### config.mk
export PLATFORM = sky130hd
export DESIGN_NAME = sia_work_dispatch
export DESIGN_NICKNAME = d
export VERILOG_FILES = /design/src/rtl/sia_work_dispatch.sv
export SDC_FILE = /design/constraint.sdc
export NUM_CORES = 2
export LEC_CHECK = 0
export ABC_AREA = 0
export CAP_MARGIN = 20
export CORE_AREA = 2 2 590 592
export CTS_CLUSTER_DIAMETER = 200
export DETAILED_ROUTE_END_ITERATION = 12
export DIE_AREA = 0 0 592 594
export GPL_TIMING_DRIVEN = 0
export HOLD_SLACK_MARGIN = 0.1
export RECOVER_POWER = 25
export SYNTH_ARGS = -nofsm -noshare
export SYNTH_HDL_FRONTEND = slang
export SYNTH_SLANG_ARGS = --single-unit
### constraint.sdc
create_clock -name clk -period 44 [get_ports clk]
set_clock_uncertainty 0.05 [all_clocks]
set_input_delay 6.6 -clock clk [delete_from_list [all_inputs] [get_ports clk]]
set_output_delay 6.6 -clock clk [all_outputs]
set_load 0.01 [all_outputs]
### src/rtl/sia_work_dispatch.sv
// Work feeder for siacore: FIFO-buffers host jobs, issues them one at a time and reports found/timeout results.
// Optional statistics counters are compiled in with SIA_DISPATCH_STATS_EN.
module sia_work_dispatch #(
    parameter int DEPTH   = 2,
    parameter int TIMEOUT = 4096
) (
    input  logic         clk,
    input  logic         rst,
    input  logic         in_valid,
    output logic         in_ready,
    input  logic [639:0] in_work,
    input  logic [63:0]  in_target,
    input  logic [7:0]   in_id,
    output logic [639:0] core_work,
    output logic [63:0]  core_target,
    output logic         core_valid,
    input  logic         core_found,
    input  logic [31:0]  core_nonce,
    output logic         res_valid,
    input  logic         res_ready,
    output logic [7:0]   res_id,
    output logic [31:0]  res_nonce,
    output logic         res_found
`ifdef SIA_DISPATCH_STATS_EN
    ,
    output logic [31:0]  stat_jobs,
    output logic [31:0]  stat_timeouts,
    output logic [15:0]  stat_spurious
`endif
);
    localparam int PW = $clog2(DEPTH);
    localparam int TW = $clog2(TIMEOUT);
    localparam int EW = 8 + 64 + 640;
    localparam logic [TW-1:0] T_LAST   = TW'(TIMEOUT - 1);
    localparam logic [PW:0]   FULL_CNT = (PW + 1)'(DEPTH);

    typedef enum logic [1:0] {S_IDLE, S_LOAD, S_WAIT, S_REPORT} state_t;

    state_t        state_q, state_d;
    logic [EW-1:0] mem_q [DEPTH];
    logic [EW-1:0] mem_d [DEPTH];
    logic [PW-1:0] wr_ptr_q, wr_ptr_d, rd_ptr_q, rd_ptr_d;
    logic [PW:0]   count_q, count_d;
    logic [TW-1:0] timer_q, timer_d;
    logic [639:0]  work_q, work_d;
    logic [63:0]   target_q, target_d;
    logic [7:0]    job_id_q, job_id_d;
    logic [7:0]    res_id_q, res_id_d;
    logic [31:0]   res_nonce_q, res_nonce_d;
    logic          res_found_q, res_found_d;
    logic          push, pop;

    assign in_ready    = (count_q != FULL_CNT);
    assign core_valid  = (state_q == S_LOAD);
    assign res_valid   = (state_q == S_REPORT);
    assign core_work   = work_q;
    assign core_target = target_q;
    assign res_id      = res_id_q;
    assign res_nonce   = res_nonce_q;
    assign res_found   = res_found_q;

    always_comb begin
        push     = in_valid && in_ready;
        pop      = (state_q == S_IDLE) && (count_q != '0);
        mem_d    = mem_q;
        wr_ptr_d = wr_ptr_q;
        rd_ptr_d = rd_ptr_q;
        if (push) begin
            mem_d[wr_ptr_q] = {in_id, in_target, in_work};
            wr_ptr_d        = wr_ptr_q + 1'b1;
        end
        if (pop) rd_ptr_d = rd_ptr_q + 1'b1;
        count_d = count_q + (PW + 1)'(push) - (PW + 1)'(pop);
    end

    always_comb begin
        state_d     = state_q;
        timer_d     = timer_q;
        work_d      = work_q;
        target_d    = target_q;
        job_id_d    = job_id_q;
        res_id_d    = res_id_q;
        res_nonce_d = res_nonce_q;
        res_found_d = res_found_q;
        case (state_q)
            S_IDLE: begin
                if (pop) begin
                    {job_id_d, target_d, work_d} = mem_q[rd_ptr_q];
                    state_d = S_LOAD;
                end
            end
            S_LOAD: begin
                timer_d = '0;
                state_d = S_WAIT;
            end
            S_WAIT: begin
                // Saturating timer; the timeout branch leaves WAIT before it could wrap.
                if (timer_q != T_LAST) timer_d = timer_q + 1'b1;
                if (core_found) begin
                    res_id_d    = job_id_q;
                    res_nonce_d = core_nonce;
                    res_found_d = 1'b1;
                    state_d     = S_REPORT;
                end else if (timer_q == T_LAST) begin
                    res_id_d    = job_id_q;
                    res_nonce_d = '0;
                    res_found_d = 1'b0;
                    state_d     = S_REPORT;
                end
            end
            S_REPORT: begin
                if (res_ready) state_d = S_IDLE;
            end
            default: state_d = S_IDLE;
        endcase
    end

    always_ff @(posedge clk) begin
        if (rst) begin
            state_q     <= S_IDLE;
            wr_ptr_q    <= '0;
            rd_ptr_q    <= '0;
            count_q     <= '0;
            timer_q     <= '0;
            work_q      <= '0;
            target_q    <= '0;
            job_id_q    <= '0;
            res_id_q    <= '0;
            res_nonce_q <= '0;
            res_found_q <= 1'b0;
        end else begin
            state_q     <= state_d;
            wr_ptr_q    <= wr_ptr_d;
            rd_ptr_q    <= rd_ptr_d;
            count_q     <= count_d;
            timer_q     <= timer_d;
            work_q      <= work_d;
            target_q    <= target_d;
            job_id_q    <= job_id_d;
            res_id_q    <= res_id_d;
            res_nonce_q <= res_nonce_d;
            res_found_q <= res_found_d;
        end
    end

    // Payload storage needs no reset: occupancy is tracked by count/pointers.
    always_ff @(posedge clk) begin
        mem_q <= mem_d;
    end

`ifdef SIA_DISPATCH_STATS_EN
    logic [31:0] stat_jobs_q, stat_jobs_d;
    logic [31:0] stat_timeouts_q, stat_timeouts_d;
    logic [15:0] stat_spurious_q, stat_spurious_d;

    always_comb begin
        stat_jobs_d     = stat_jobs_q;
        stat_timeouts_d = stat_timeouts_q;
        stat_spurious_d = stat_spurious_q;
        if (res_valid && res_ready) begin
            if (stat_jobs_q != '1) stat_jobs_d = stat_jobs_q + 1'b1;
            if (!res_found_q && stat_timeouts_q != '1) stat_timeouts_d = stat_timeouts_q + 1'b1;
        end
        if (core_found && state_q != S_WAIT && stat_spurious_q != '1)
            stat_spurious_d = stat_spurious_q + 1'b1;
    end

    always_ff @(posedge clk) begin
        if (rst) begin
            stat_jobs_q     <= '0;
            stat_timeouts_q <= '0;
            stat_spurious_q <= '0;
        end else begin
            stat_jobs_q     <= stat_jobs_d;
            stat_timeouts_q <= stat_timeouts_d;
            stat_spurious_q <= stat_spurious_d;
        end
    end

    assign stat_jobs     = stat_jobs_q;
    assign stat_timeouts = stat_timeouts_q;
    assign stat_spurious = stat_spurious_q;
`endif

endmodule

== Word-level counts from Yosys, hierarchy flattened ==
Cells that the tools add are included.

* Register bits after elaboration: 2,195
* Output and inout bits: 748

* $add $sub $neg: 5
* $lt $le $gt $ge: 3
* Equality and inequality tests: 10
* Mux-type cells: 19
* Bitwise operators: 2
* Reduce and logical (&&, ||, !) cells: 11

{| class="wikitable"
|+ Operators by type and width
! cell !! number
|-
| $mux 712 || 4
|-
| $bwmux 1424 || 1
|-
| $demux 712 s1 || 1
|-
| $mux 32 || 2
|-
| $pmux 12 s2 || 1
|-
| $mux 8 || 2
|-
| $add 12x1->12 const B || 1
|-
| $eq 12x12->1 const B || 1
|-
| $mux 12 || 1
|-
| $ne 12x12->1 const B || 1
|-
| $mux 2 || 4
|-
| $pmux 2 s4 || 1
|-
| $ne 2x2->1 const B || 3
|-
| $reduce_and 2->1 || 3
|-
| $reduce_bool 2->1 || 3
|-
| $eq 2x2->1 const B || 2
|-
| $ge 2x2->1 const B || 2
|-
| $not 1->2 || 2
|-
| $logic_and 1x1->1 || 3
|-
| $ne 3x3->1 const B || 1
|-
| $reduce_and 3->1 || 1
|-
| $add 1x1->1 const B || 2
|-
| $add 2x1->2 || 1
|-
| $eq 2x1->1 const B || 1
|-
| other kinds (5) || 6
|}

== Logic depth before layout (Yosys ltp) ==
* Depth in word-level cells: 6
* Gate-level depth with buffers: 13

== Least setup slack after synthesis ==
No wires, ideal clock.

* Path type: input -> register
* From: in in_valid
* To: reg mem_q[1000] (netlist name), enable pin
* Library setup time: 1,807 ps
* Arrival time: 36,125 ps
* Required time: 42,143 ps
* Setup slack: 6,018 ps
* Cell stages on the path: 2
* Buffers on the path: 0
* Cell sequence: nand2_1 -> nor2_1

* Longest elaborated chain between the ends: 1

{| class="wikitable"
|+ Ends and longest elaborated chain
! element !! line !! source
|-
| from (decl) || 9 || <nowiki>input logic in_valid,</nowiki>
|-
| $logic_and 1x1->1 || 63 || <nowiki>push = in_valid && in_ready;</nowiki>
|-
| to (signal assigned) || 148 || <nowiki>mem_q <= mem_d;</nowiki>
|-
| to (decl) || 40 || <nowiki>logic [EW-1:0] mem_q [DEPTH];</nowiki>
|}

No other way between the ends.
A chain may end at the register's enable or synchronous reset.

== Final worst setup path ==
* From: in in_valid
* To: reg mem_q[1187] (netlist name), enable pin

Same word-level chain as after synthesis.

==> metrics.cfg <==
[run_status]
status=finished clean

[power]
clkPwrFrac_pct=26.5
vdd_drop_max_mv=0.0446
p_sw_mw=2.64
leakage_nw=35.1
p_per_area_mw_per_mm2=71.5
design_power_total_mw=7.58
swShare_pct=34.9
internal_power_mw=4.94
comb_power_share_pct=33.8
p_seq_share_pct=39.7

[drt]
vias=49200
drc=0
wl_per_cell_um=26.3
first_pass_iters=5
antenna_left=0
wirelength_um=303000
drt_iter0_drc=3895
viasPerCell=4.27

[timing]
tightest_slew_ns=1.10
final.setup.tns_ns=0
slew_headroom_pct=24.4
fin_crit_sh_pct=22.1
max_freq_mhz=103
fin_ws_ns=34.26
finalSetupViolations=0
grt_setup_unrepaired=no
final-max-slew-violation-count=0
period_minus_slack_ns=9.74
hold_viol=0

[floorplanning]
die-width_um=592
dieHeight_um=594
floorplan.die_area_mm2=0.352
core_mm2=0.345
initial_core_util_pct=22.0
boundaryPins=1497
rows=216

[finish]
finalInstanceArea_mm2=0.106
drive_gt1_share_pct=9.37
fin_nets=7358
synthToLayoutAreaGrowth_pct=39.5
final_util_pct=30.7

[logic_synthesis]
synth_fp_nets=5583
synthTopCellsByCount=edfxtp_1 (1,424), dfxtp_1 (771), nor2_1 (726)
synth-edff-count=1424
synth_largest_area_cell=edfxtp_1
syn_area_mm2=0.0760
synth-seq-area-share_pct=76.5
yosys_warnings=0
synthCells=4826
yosys_most_used_dff=edfxtp_1
ys_seq_elements=2195
yosysMostFrequentCell=edfxtp_1
netlist-cell-type-count=45
syn_area_per_cell_um2=15.8
synth_top_area_share_pct=56.2
async_flop_share_pct=0
synth.area.top_cells=edfxtp_1 (56%), dfxtp_1 (20%), mux2i_1 (9.4%), a211oi_1 (7.0%), nor2_1 (3.6%)

[hold_path]
hold_path_class=flop to flop
holdPathStages=2

[grt]
grt_use_total_pct=16.5
antenna_found_initial=263
grt_overflow=0
grt_pass1_wl_um=404000
grt_pass1_vias=49000
grt_max_degree=66

[cts]
clock_sinks=2195
ctsRootBufferMaster=clkbuf_16
htreeDepth=4
insertion_delay_ns=0.89
cts_buffers=234
path_clk_slew_ns=0.06
hold_buffers=0
cts_resized=0
cts_tree=done
clockBufferDepth=4
postCtsSetupBuffers=0

[place]
io_buffers=1495
place_area_mm2=0.0977
dp_hpwl_um=241000
gp_congestion=0.891
dp_slack_ns=33.36

[worst_setup_path]
criticalPathCategory=primary input to flop
endpoint_kind=flop
cp-start-kind=primary input
crit_arrival_ns=10.26
critPathRequiredTime_ns=44.52
r2r_cells=13
path_max_fanout=33

[flow_run]
max_cap_violations=0

registers in the layout, indices dropped and copies added (netlist names):
register / cells
timer_q: 12
res_id: 8
wr_ptr_q: 1
core_work: 640
job_id_q: 8
res_nonce: 32
res_found: 1
mem_q: 1424
rd_ptr_q: 1
state_q: 2
count_q: 2
core_target: 64
worst paths after layout:
kind,from,endpoint,slack [ns]
hold / removal,res_found$_SDFFE_PP0P_,res_found$_SDFFE_PP0P_,0.42
hold reg to reg,res_found$_SDFFE_PP0P_,res_found$_SDFFE_PP0P_,0.42
setup / recovery,in_valid,mem_q[1187]$_DFFE_PP_,34.26
setup reg to reg,count_q[0]$_SDFF_PP0_,mem_q[1187]$_DFFE_PP_,39.93
critical path, stage by stage:
cell	delay, ns
clkdlybuf4s50_1	0.48
nand2_1	0.13
nor2_4	0.53
buf_12	0.30
buf_16	0.20
buf_16	0.18
buf_12	0.21
buf_12	0.23
buf_12	0.23
buf_12	0.23
buf_12	0.25
buf_12	0.25
buf_12	0.24
power groups by stage:
stage	logic [mW]	registers (mW)	clock network (mW)
floorplan	1.03	3.37	0
global placement	2.52	3.48	0
detailed placement	2.60	3.05	0
CTS	2.61	3.01	2.06
global route	2.76	3.05	2.14
finish	2.56	3.01	2.01
cell families after synthesis:
kind of cell | Yosys count | share of synthesized area (%)
DFF | 2195 | 76.5
muxes | 714 | 9.40
AOI/OAI and AO/OA | 787 | 7.82
and+or+nand+nor | 776 | 3.94
buffers and inverters | 341 | 2.13
adders and majority gates | 8 | 0.132
xor gates and xnor gates | 5 | 0.0576
layout by cell type (no fill, tap or decap), types with 9 or more instances in the layout:
| cell | n |
|---|---|
| clkbuf_8 | 29 |
| a21oi_1 | 13 |
| nor2_1 | 725 |
| clkinvlp_4 | 11 |
| clkbuf_1 | 161 |
| dlygate4sd3_1 | 557 |
| buf_2 | 201 |
| a22o_1 | 32 |
| buf_16 | 17 |
| clkinv_2 | 42 |
| mux2i_1 | 714 |
| clkdlybuf4s50_1 | 938 |
| buf_12 | 26 |
| a31o_1 | 9 |
| a211oi_1 | 714 |
| bufinv_16 | 17 |
| diode_2 | 148 |
| nand2_1 | 17 |
| dfxtp_1 | 771 |
| clkbuf_16 | 242 |
| clkinv_1 | 20 |
| edfxtp_1 | 1424 |
per-stage QoR:
step | instances | hold slack (ns)
2_1_floorplan | 4826 | 0.400
3_3_place_gp | 10900 | 0.404
3_5_place_dp | 10900 | 0.404
4_1_cts | 11400 | 0.415
5_1_grt | 11500 | 0.437
6_report | 11500 | 0.422
layer usage:
| layer | GRT usage [%] | wire [um] |
|---|---|---|
| met1 | 17.6 | 107000 |
| met2 | 29.6 | 153000 |
| met3 | 5.62 | 29000 |
| met4 | 6.61 | 14300 |
| met5 | 0 | 159 |
final cells by class:
| type | instances | area (um2) |
|---|---|---|
| Fill cell | 34000 | 239000 |
| Clock buffer | 325 | 6660 |
| Sequential cell | 2195 | 58200 |
| Antenna cell | 148 | 370 |
| Clock inverter | 116 | 1270 |
| Timing Repair Buffer | 1539 | 16000 |
| Buffer | 335 | 1600 |
| Inverter | 6 | 22.5 |
| Multi-Input combinational cell | 2290 | 16200 |
| Tap cell | 4578 | 5730 |
No activity file was read; power rests on OpenSTA's default activity.
